File: config.mk
export PLATFORM = sky130hd
export DESIGN_NAME = reram_cmd_sequencer
export DESIGN_NICKNAME = d
export VERILOG_FILES = /design/src/rtl/reram_pkg.sv /design/src/rtl/reram_sync_fifo.sv /design/src/rtl/reram_cmd_sequencer.sv
export SDC_FILE = /design/constraint.sdc
export NUM_CORES = 1
export LEC_CHECK = 0
export CAP_MARGIN = 20
export CORE_MARGIN = 5
export CORE_UTILIZATION = 40
export CTS_BUF_LIST = sky130_fd_sc_hd__clkbuf_4 sky130_fd_sc_hd__clkbuf_8
export CTS_CLUSTER_SIZE = 24
export DETAILED_ROUTE_END_ITERATION = 16
export GPL_ROUTABILITY_DRIVEN = 0
export PLACE_DENSITY_LB_ADDON = 0.2
export SLEW_MARGIN = 30
export SYNTH_ARGS = -nofsm -noshare
export SYNTH_HDL_FRONTEND = slang
export SYNTH_SLANG_ARGS = --single-unit
File: constraint.sdc
create_clock -name wb_clk_i -period 3.3 [get_ports wb_clk_i]
set_input_delay 0.825 -clock wb_clk_i [delete_from_list [all_inputs] [get_ports wb_clk_i]]
set_output_delay 0.825 -clock wb_clk_i [all_outputs]
set_load 0.01 [all_outputs]
File: src/rtl/reram_pkg.sv
// Shared widths, sequencer state encoding and command record for the ReRAM
// command path.
package reram_pkg;

  localparam int ROW_W  = 5;
  localparam int COL_W  = 5;
  localparam int DATA_W = 8;

  typedef enum logic [2:0] {
    S_IDLE,
    S_SETUP,
    S_PROG,
    S_READ,
    S_RECOV
  } seq_state_e;

  typedef struct packed {
    logic              prog;
    logic [ROW_W-1:0]  row;
    logic [COL_W-1:0]  col;
    logic [DATA_W-1:0] data;
  } reram_cmd_t;

  localparam int CMD_W = $bits(reram_cmd_t);

  function automatic int max3(input int a, input int b, input int c);
    int m;
    m = (a > b) ? a : b;
    return (m > c) ? m : c;
  endfunction

endpackage

File: src/rtl/reram_sync_fifo.sv
// Single-clock FIFO with registered occupancy count; power-of-two depth so
// the pointers wrap naturally. Storage is cleared by reset so the head reads 0.
module reram_sync_fifo #(
  parameter int WIDTH = 8,
  parameter int DEPTH = 4
) (
  input  logic                     clk_i,
  input  logic                     rst_ni,
  input  logic                     push_i,
  input  logic [WIDTH-1:0]         wdata_i,
  input  logic                     pop_i,
  output logic [WIDTH-1:0]         rdata_o,
  output logic [$clog2(DEPTH):0]   count_o
);

  localparam int AW = $clog2(DEPTH);
  localparam int CW = AW + 1;

  logic [WIDTH-1:0] mem_q [DEPTH];
  logic [AW-1:0]    wptr_q, rptr_q;
  logic [CW-1:0]    count_q, count_d;
  logic             full, empty, do_push, do_pop;

  assign full    = (count_q == CW'(DEPTH));
  assign empty   = (count_q == '0);
  // Full is judged on the registered count: a pop in the same cycle does not
  // open a slot for a push.
  assign do_push = push_i && !full;
  assign do_pop  = pop_i && !empty;

  always_comb begin
    count_d = count_q;
    if (do_push && !do_pop)      count_d = count_q + CW'(1);
    else if (do_pop && !do_push) count_d = count_q - CW'(1);
  end

  always_ff @(posedge clk_i or negedge rst_ni) begin
    if (!rst_ni) begin
      wptr_q  <= '0;
      rptr_q  <= '0;
      count_q <= '0;
      for (int i = 0; i < DEPTH; i++) mem_q[i] <= '0;
    end else begin
      if (do_push) begin
        mem_q[wptr_q] <= wdata_i;
        wptr_q        <= wptr_q + AW'(1);
      end
      if (do_pop) rptr_q <= rptr_q + AW'(1);
      count_q <= count_d;
    end
  end

  assign rdata_o = mem_q[rptr_q];
  assign count_o = count_q;

endmodule

File: src/rtl/reram_cmd_sequencer.sv
// Replays queued program/read commands to the 32x32 ReRAM macro with
// multi-cycle strobe timing and queues read results for the bus side.
module reram_cmd_sequencer
  import reram_pkg::*;
#(
  parameter int CMD_DEPTH = 4,
  parameter int RSP_DEPTH = 4,
  parameter int T_PROG    = 8,
  parameter int T_READ    = 3,
  parameter int T_RECOV   = 2
) (
  input  logic                       wb_clk_i,
  input  logic                       wb_rst_n_i,
  input  logic                       cmd_valid_i,
  output logic                       cmd_ready_o,
  input  logic                       cmd_prog_i,
  input  logic [ROW_W-1:0]           cmd_row_i,
  input  logic [COL_W-1:0]           cmd_col_i,
  input  logic [DATA_W-1:0]          cmd_data_i,
  output logic                       rsp_valid_o,
  input  logic                       rsp_ready_i,
  output logic [DATA_W-1:0]          rsp_data_o,
  output logic [ROW_W-1:0]           arr_row_o,
  output logic [COL_W-1:0]           arr_col_o,
  output logic [DATA_W-1:0]          arr_wdata_o,
  output logic                       arr_prog_o,
  output logic                       arr_read_o,
  input  logic [DATA_W-1:0]          arr_rdata_i,
  output logic                       busy_o,
  output logic [$clog2(CMD_DEPTH):0] cmd_level_o
);

  localparam int T_MAX  = max3(T_PROG, T_READ, T_RECOV);
  localparam int TMR_W  = $clog2(T_MAX) + 1;
  localparam int CMD_CW = $clog2(CMD_DEPTH) + 1;
  localparam int RSP_CW = $clog2(RSP_DEPTH) + 1;

  reram_cmd_t        cmd_in, cmd_head;
  logic [CMD_CW-1:0] cmd_count;
  logic [RSP_CW-1:0] rsp_count;
  logic              cmd_push, cmd_pop, rsp_push, rsp_pop;

  seq_state_e        state_q, state_d;
  logic [TMR_W-1:0]  tmr_q, tmr_d;
  reram_cmd_t        op_q, op_d;
  logic              prog_q, prog_d, read_q, read_d;

  assign cmd_in      = '{prog: cmd_prog_i, row: cmd_row_i, col: cmd_col_i, data: cmd_data_i};
  assign cmd_ready_o = (cmd_count != CMD_CW'(CMD_DEPTH));
  assign cmd_push    = cmd_valid_i && cmd_ready_o;
  assign rsp_valid_o = (rsp_count != '0);
  assign rsp_pop     = rsp_valid_o && rsp_ready_i;

  reram_sync_fifo #(.WIDTH(CMD_W), .DEPTH(CMD_DEPTH)) u_cmd_fifo (
    .clk_i   (wb_clk_i),
    .rst_ni  (wb_rst_n_i),
    .push_i  (cmd_push),
    .wdata_i (cmd_in),
    .pop_i   (cmd_pop),
    .rdata_o (cmd_head),
    .count_o (cmd_count)
  );

  reram_sync_fifo #(.WIDTH(DATA_W), .DEPTH(RSP_DEPTH)) u_rsp_fifo (
    .clk_i   (wb_clk_i),
    .rst_ni  (wb_rst_n_i),
    .push_i  (rsp_push),
    .wdata_i (arr_rdata_i),
    .pop_i   (rsp_pop),
    .rdata_o (rsp_data_o),
    .count_o (rsp_count)
  );

  always_ff @(posedge wb_clk_i or negedge wb_rst_n_i) begin
    if (!wb_rst_n_i) begin
      state_q <= S_IDLE;
      tmr_q   <= '0;
      op_q    <= '0;
      prog_q  <= 1'b0;
      read_q  <= 1'b0;
    end else begin
      state_q <= state_d;
      tmr_q   <= tmr_d;
      op_q    <= op_d;
      prog_q  <= prog_d;
      read_q  <= read_d;
    end
  end

  always_comb begin
    state_d  = state_q;
    tmr_d    = tmr_q;
    op_d     = op_q;
    cmd_pop  = 1'b0;
    rsp_push = 1'b0;
    unique case (state_q)
      S_IDLE: begin
        // A read is only started once its result has a guaranteed slot; the
        // head stays put otherwise so commands never overtake each other.
        if (cmd_count != '0 && (cmd_head.prog || rsp_count != RSP_CW'(RSP_DEPTH))) begin
          cmd_pop = 1'b1;
          op_d    = cmd_head;
          state_d = S_SETUP;
        end
      end
      S_SETUP: begin
        state_d = op_q.prog ? S_PROG : S_READ;
        tmr_d   = op_q.prog ? TMR_W'(T_PROG - 1) : TMR_W'(T_READ - 1);
      end
      S_PROG: begin
        if (tmr_q == '0) begin
          state_d = S_RECOV;
          tmr_d   = TMR_W'(T_RECOV - 1);
        end else begin
          tmr_d = tmr_q - TMR_W'(1);
        end
      end
      S_READ: begin
        if (tmr_q == '0) begin
          rsp_push = 1'b1;
          state_d  = S_RECOV;
          tmr_d    = TMR_W'(T_RECOV - 1);
        end else begin
          tmr_d = tmr_q - TMR_W'(1);
        end
      end
      S_RECOV: begin
        if (tmr_q == '0) state_d = S_IDLE;
        else             tmr_d   = tmr_q - TMR_W'(1);
      end
      default: state_d = S_IDLE;
    endcase
  end

  // Strobes are decoded from the next state and registered, so they are
  // glitch-free and mutually exclusive by construction.
  always_comb begin
    prog_d = (state_d == S_PROG);
    read_d = (state_d == S_READ);
  end

  assign arr_prog_o  = prog_q;
  assign arr_read_o  = read_q;
  assign arr_row_o   = op_q.row;
  assign arr_col_o   = op_q.col;
  assign arr_wdata_o = op_q.data;
  assign busy_o      = (state_q != S_IDLE) || (cmd_count != '0);
  assign cmd_level_o = cmd_count;

endmodule

* After elaboration in Yosys (flattened, before gate mapping)
Cells that the tools add are included.
Widths: inputs -> output; s select.
** Storage, ports and cells
- Flip-flop bits (word level) :: 150
- Bits of input ports :: 31
- Output and inout port bits :: 34
** Operators by class
- Add/sub/neg operators :: 9
- Magnitude comparators :: 6
- Equality and inequality tests :: 11
- Muxes and demuxes :: 29
- Bitwise logic cells :: 4
- Reductions and logical operators :: 36
** Operators by type and width (number)
- $bwmux 76 :: 1
- $mux 19 :: 3
- $bmux 19 s2 :: 1
- $demux 19 s2 :: 1
- $bwmux 32 :: 1
- $mux 3 :: 8
- $mux 8 :: 3
- $bmux 8 s2 :: 1
- $demux 8 s2 :: 1
- $logic_and 1x1->1 :: 13
- $eq 3x2->1 const B :: 4
- $ge 3x3->1 const B :: 4
- $not 2->3 :: 4
- $pmux 3 s4 :: 1
- $pmux 4 s3 :: 1
- $reduce_bool 3->1 :: 4
- $eq 3x3->1 const B :: 3
- $logic_not 3->1 :: 3
- $add 2x1->2 const B :: 4
- $logic_not 1->1 :: 8
- $mux 4 :: 2
- $add 3x1->3 const B :: 2
- $lt 3x1->1 const B :: 2
- $ne 3x3->1 const B :: 2
- 10 further kinds :: 18

* Logic depth before layout (Yosys ltp)
- Depth after elaboration :: 12
- Gate-level depth with buffers :: 11
- Depth with buffers taken out :: 10

* By module
From an unflattened synthesis, not the netlist that was laid out.
** Second synthesis, totals
- Cells, all modules :: 456
- Area, all modules :: 6950.4 µm²
** By module, submodules not included
- reram_sync_fifo (u_cmd_fifo) :: instances 1, cells each 216, area each 3683.5 µm²
- reram_sync_fifo (u_rsp_fifo) :: instances 1, cells each 111, area each 1779.2 µm²
- reram_cmd_sequencer :: instances 1, cells each 129, area each 1487.7 µm²

* Least setup slack after synthesis
OpenSTA, ideal clock, no wires.
- Kind :: register to register
- Start point :: register u_cmd_fifo.rptr_q[0]
- End point :: register u_cmd_fifo.count_q[2] (netlist: u_cmd_fifo.count_o[2])
- Library setup time :: 0.079 ns
- Arrival time :: 2.231 ns
- Required time :: 3.221 ns
- Path slack :: 0.989 ns
- Cell stages (with the launch flop) :: 10
- Period minus slack after synthesis :: 2.311 ns
- Cells stage by stage :: dfrtp_1 -> mux4_2 -> o211ai_2 -> buf_6 -> ha_1 -> inv_1 -> fa_1 -> xor2_1 -> nor2_1 -> xor2_1
** Between the ends
- Longest elaborated chain between the ends :: 12
** Ends and longest elaborated chain
- start: declaration :: RTL line reram_sync_fifo.sv:20 : logic [AW-1:0] wptr_q, rptr_q;
- start signal: assignment :: RTL line reram_sync_fifo.sv:48 : if (do_pop) rptr_q <= rptr_q + AW'(1);
- $not 2->3 (not written as such) (*) :: RTL line reram_sync_fifo.sv:53 : assign rdata_o = mem_q[rptr_q];
- $bmux 19 s2 (*) :: RTL line reram_sync_fifo.sv:53
- $mux 19 (not written as such) (*) (2 in series) :: RTL line reram_sync_fifo.sv:53
- $logic_or 1x1->1 (*) :: RTL line reram_cmd_sequencer.sv:100 : if (cmd_count != '0 && (cmd_head.prog || rsp_count != RSP_CW'(RSP_DEPTH))) begin
- $logic_and 1x1->1 (*) :: RTL line reram_cmd_sequencer.sv:100
- $mux 1 (*) :: RTL line reram_cmd_sequencer.sv:100
- $mux 1 (*) :: RTL line reram_cmd_sequencer.sv:96 : unique case (state_q)
- $logic_and 1x1->1 (*) :: RTL line reram_sync_fifo.sv:29 : assign do_pop = pop_i && !empty;
- $logic_not 1->1 :: RTL line reram_sync_fifo.sv:33 : if (do_push && !do_pop) count_d = count_q + CW'(1);
- $logic_and 1x1->1 :: RTL line reram_sync_fifo.sv:33
- $mux 3 or $reduce_bool 2->1 (tied branches)
- end signal: assignment :: RTL line reram_sync_fifo.sv:49 : count_q <= count_d;
- end: declaration :: RTL line reram_sync_fifo.sv:21 : logic [CW-1:0] count_q, count_d;
Every way passes the cells marked *; elsewhere a longest branch is shown, timed or not. The select of a mux whose other input is x is not followed.
A chain may end at the register's enable or synchronous reset.

* Final worst setup path
- Start point :: register u_rsp_fifo.rptr_q[0]
- End point :: output rsp_data_o[6]
** Between the ends
- Longest elaborated chain between the ends :: 4
** Ends and longest elaborated chain
- start: declaration :: RTL line reram_sync_fifo.sv:20
- start signal: assignment :: RTL line reram_sync_fifo.sv:48
- $not 2->3 (not written as such) :: RTL line reram_sync_fifo.sv:53
- $bmux 8 s2 :: RTL line reram_sync_fifo.sv:53
- $mux 8 (not written as such) (2 in series) :: RTL line reram_sync_fifo.sv:53
- end: declaration :: RTL line reram_cmd_sequencer.sv:22 : output logic [DATA_W-1:0] rsp_data_o,
No other way between the ends. The select of a mux whose other input is x is not followed.

==> summary.md <==
| Metric | Value |
|---|---|
| Pins Over Slew Limit | `0` |
| Yosys top cell area share | `54.9%` |
| Cell Area, Synth | `6840 µm²` |
| Initial antenna violation count | `0` |
| Post-synth top area cell | `dfrtp_1` |
| Via count | `3,736` |
| Register area | `around 3800 µm²` |
| Iter 0 DRT Violations | `123` |
| # fillers | `1,492` |
| Setup TNS | `0 ns` |
| Clk slew on worst S/H paths | `0.08 ns` |
| Max-Cap Viols | `0` |
| H-tree levels | `4` |
| Floorplan core area | `16,700 µm²` |
| Clk sinks | `150` |
| Post-DRT Antenna Nets | `0` |
| Reg2Reg Depth | `11` |
| Fmax | `323 MHz` |
| Slew headroom | `53.8%` |
| Crit path kind | `register to output port` |
| R2R Setup Slk | `0.79 ns` |
| Die height | `141 µm` |
| IO buf count | `64` |
| N_diodes | `0` |
| Worst Setup EP | `rsp_data_o[6]` |
| Skew-Pair Late Insertion Delay | `~0.45 ns` |
| Delay-heaviest family, CP | `flip-flops` |
| Share of cells above drive strength 1 | `16.2%` |
| Placed Cells | `702` |
| Final hold vios | `0` |
| Grt ovf | `0` |
| CTS tree | `done` |
| Total wire length | `between 10,000 and 15,000 µm` |
| HPWL after detailed placement | `8410 µm` |
| Vias in the first global route | `between 4,000 and 5,000` |
| Critical-path cell list | `mux4_2 > clkdlybuf4s50_1` |
| Syn Nets | `491` |
| Clock Path Buffers | `2` |
| Clk network pwr share | `approximately a fifth` |
| Max FO, Critical Path | `10` |
| Ys async rst share | `100%` |
| Unrepaired setup endpoints after global routing | `false` |
| Static leakage | `about 0.0034 µW` |
| Initial Util | `41.0%` |
| Slowest stage delay, CP | `0.73 ns` |
| FF-to-FF Start | `tmr_q[0]$_DFFE_PN0P_` |
| Yosys reg bits | `150` |
| Crit path from | `u_rsp_fifo.rptr_q[0]$_DFFE_PN0P_` |
| Reg power frac | `42.1%` |
| Crit. End Element | `output port` |
| Area of the multi-input gates | `2820 µm²` |
| Global-route wire length before repair | `21,800 µm` |
| Outcome | `finished, final reports clean` |
| Largest net degree at the start of global routing | `between 70 and 80` |
| Die width | `141 µm` |
| WP buf/inv | `1` |
| Worst slew pin tran | `around 0.69 ns` |
| Period utilization | `93.9%` |
| Combinational fraction of design power | `between 30% and 40%` |
| Row cnt | `47` |
| Prevailing post-synth register cell | `dfrtp_1` |
| Yosys warning count | `0` |
| Layout Nets | `546` |
| Sw frac | `30.9%` |
| Endpoints failing setup | `0` |
| Die ar. | `19,800 µm²` |
| Ranking of synthesized cells by area | `dfrtp_1 55%, mux2_1 21%, mux4_2 8.9%` |
| Post-CTS Setup Inserts | `0` |
| Area Overhead vs Synth | `17.8%` |
| Worst path depth | `2` |
| Hold buffers post-CTS | `0` |
| Remaining DRCs | `0` |
| Post-CTS Resized | `0` |
| P per Cell Area | `986 nW/µm²` |
| Worst EP required | `2.47 ns` |
| Arrival time at the worst endpoint | `2.28 ns` |
| Hold Crit Class | `input pin to asynchronous set/reset pin` |
| Drt wl/cell | `17.5 µm` |
| Worst setup SP type | `register` |
| DR vias/cell | `approximately 5` |
| Sequential area share after synthesis | `54.9%` |
| Cells after Synth | `446` |
| Total Routing Usage GR | `14.0%` |
| Mean Syn Cell Area | `15.3 µm²` |
| Psw | `2450 µW` |
| Root buf cell | `clkbuf_8` |
| Worst reg2reg endpoint | `u_rsp_fifo.count_o[2]$_DFFE_PN0P_` |
| Setup Skew | `approximately 0.0095 ns` |
| Pre-antenna DRT Iters | `4` |
| Maximum vdd drop | `0.409 mV` |
| Internal | `5490 µW` |
| Inserted Clock Buffers | `17` |
| Netlist cell types | `50` |
| Final Non-Filler Cells | `between 700 and 800` |
| Worst path slowest cell | `dfrtp_1` |
| Min Tclk post-route | `3.10 ns` |
| Post-synth EDFFs | `0` |
| I/O pin count | `65` |
-- power groups by stage --
| stage | combinational (µW) | sequential (µW) | clock [µW] |
|---|---|---|---|
| after floorplan | 2380 | 3140 | 0 |
| after global routing | 3300 | 3480 | 1720 |
| after global placement | 2980 | 3340 | 0 |
| final | 3010 | 3350 | 1590 |
| after CTS | 3080 | 3360 | 1650 |
| after detailed placement | 3070 | 3390 | 0 |
-- kinds of logic after synthesis --
logic type | share of synthesized area, %
mux | 30.4
flops | 54.9
simple gates | 4.30
buf+inv | 3.95
compound gates | 2.30
fa+ha+maj | 2.78
xor+xnor | 1.41
-- metrics by stage --
step,total power (µW),instance area (µm²),hold WS [ns],utilization [%],setup slack [ns]
after floorplan,5520,6840,0.446,-,0.989
after global placement,6320,7600,0.468,45.5,0.605
after detailed placement,6470,7600,0.477,45.5,0.575
after CTS,8080,8060,0.387,48.3,0.125
after global routing,8500,8060,0.422,48.3,0.0829
final,7940,8060,0.368,48.3,0.200
-- synth_stat cells (5+ instances only) --
cell type and n:
buf_4 20, nand2_1 7, o21ai_0 5, mux4_2 27, xnor2_1 7, buf_2 8
mux2_1 125, dfrtp_1 150, nor2_1 7, ha_1 12, inv_1 9
-- metal layers --
layer  vias to the layer above  global-route usage [%]  routed length, µm
li1                       1710                       -                  -
met1                      1947                    18.1               5690
met2                        61                    22.8               6460
met3                        18                    3.83                519
met4                         0                    5.20                192
met5                         -                       0                  0
-- placed cells by master (no fill, tap or decap), types with 2 or more instances in the layout --
cell and n:
a21oi_1 3, buf_4 7, bufinv_16 4, clkbuf_4 2
clkbuf_8 22, clkdlybuf4s50_1 63, dfrtp_1 150, fa_1 2
ha_1 12, inv_1 9, mux2_1 125, mux2_2 3
mux2i_1 3, mux4_2 27, nand2_1 7, nand2_2 4
nand2_4 4, nand2b_1 2, nand3_1 4, nand3b_1 2
nor2_1 7, nor3_1 4, nor3b_2 2, o21ai_0 5
or3_1 3, xnor2_1 7, xor2_1 4
-- layout make-up --
cell class | count | share of cell area (%)
clock buffer | 24 | 3.94
clock inverter | 7 | 1.75
inverter | 9 | 0.419
multi-input combinational | 251 | 35.0
sequential | 150 | 46.6
tap | 220 | 3.42
timing repair buffer | 72 | 8.87
-- flip-flops by register name (all words and copies together), names as in the netlist --
signal,count
arr_wdata_o,8
state_q,3
u_rsp_fifo.mem_q,32
u_rsp_fifo.count_o,3
op_q,1
u_rsp_fifo.rptr_q,2
u_cmd_fifo.count_o,3
arr_read_o,1
arr_prog_o,1
u_cmd_fifo.rptr_q,2
arr_col_o,5
u_cmd_fifo.wptr_q,2
arr_row_o,5
tmr_q,4
u_rsp_fifo.wptr_q,2
u_cmd_fifo.mem_q,76
-- how the worst min path moves through the flow --
| stage | endpoint | slack (ns) | from |
|---|---|---|---|
| after CTS | u_rsp_fifo.mem_q[31]$_DFFE_PN0P_ | 0.39 | wb_rst_n_i |
| after global placement | u_cmd_fifo.mem_q[17]$_DFFE_PN0P_ | 0.47 | u_cmd_fifo.mem_q[17]$_DFFE_PN0P_ |
| after global routing | u_rsp_fifo.mem_q[31]$_DFFE_PN0P_ | 0.42 | wb_rst_n_i |
| after detailed placement | u_cmd_fifo.mem_q[13]$_DFFE_PN0P_ | 0.48 | u_cmd_fifo.mem_q[13]$_DFFE_PN0P_ |
| after floorplan | u_rsp_fifo.count_o[2]$_DFFE_PN0P_ | 0.45 | u_rsp_fifo.count_o[2]$_DFFE_PN0P_ |
| final | u_rsp_fifo.mem_q[31]$_DFFE_PN0P_ | 0.37 | wb_rst_n_i |
Power figures use the tool's default switching activity.
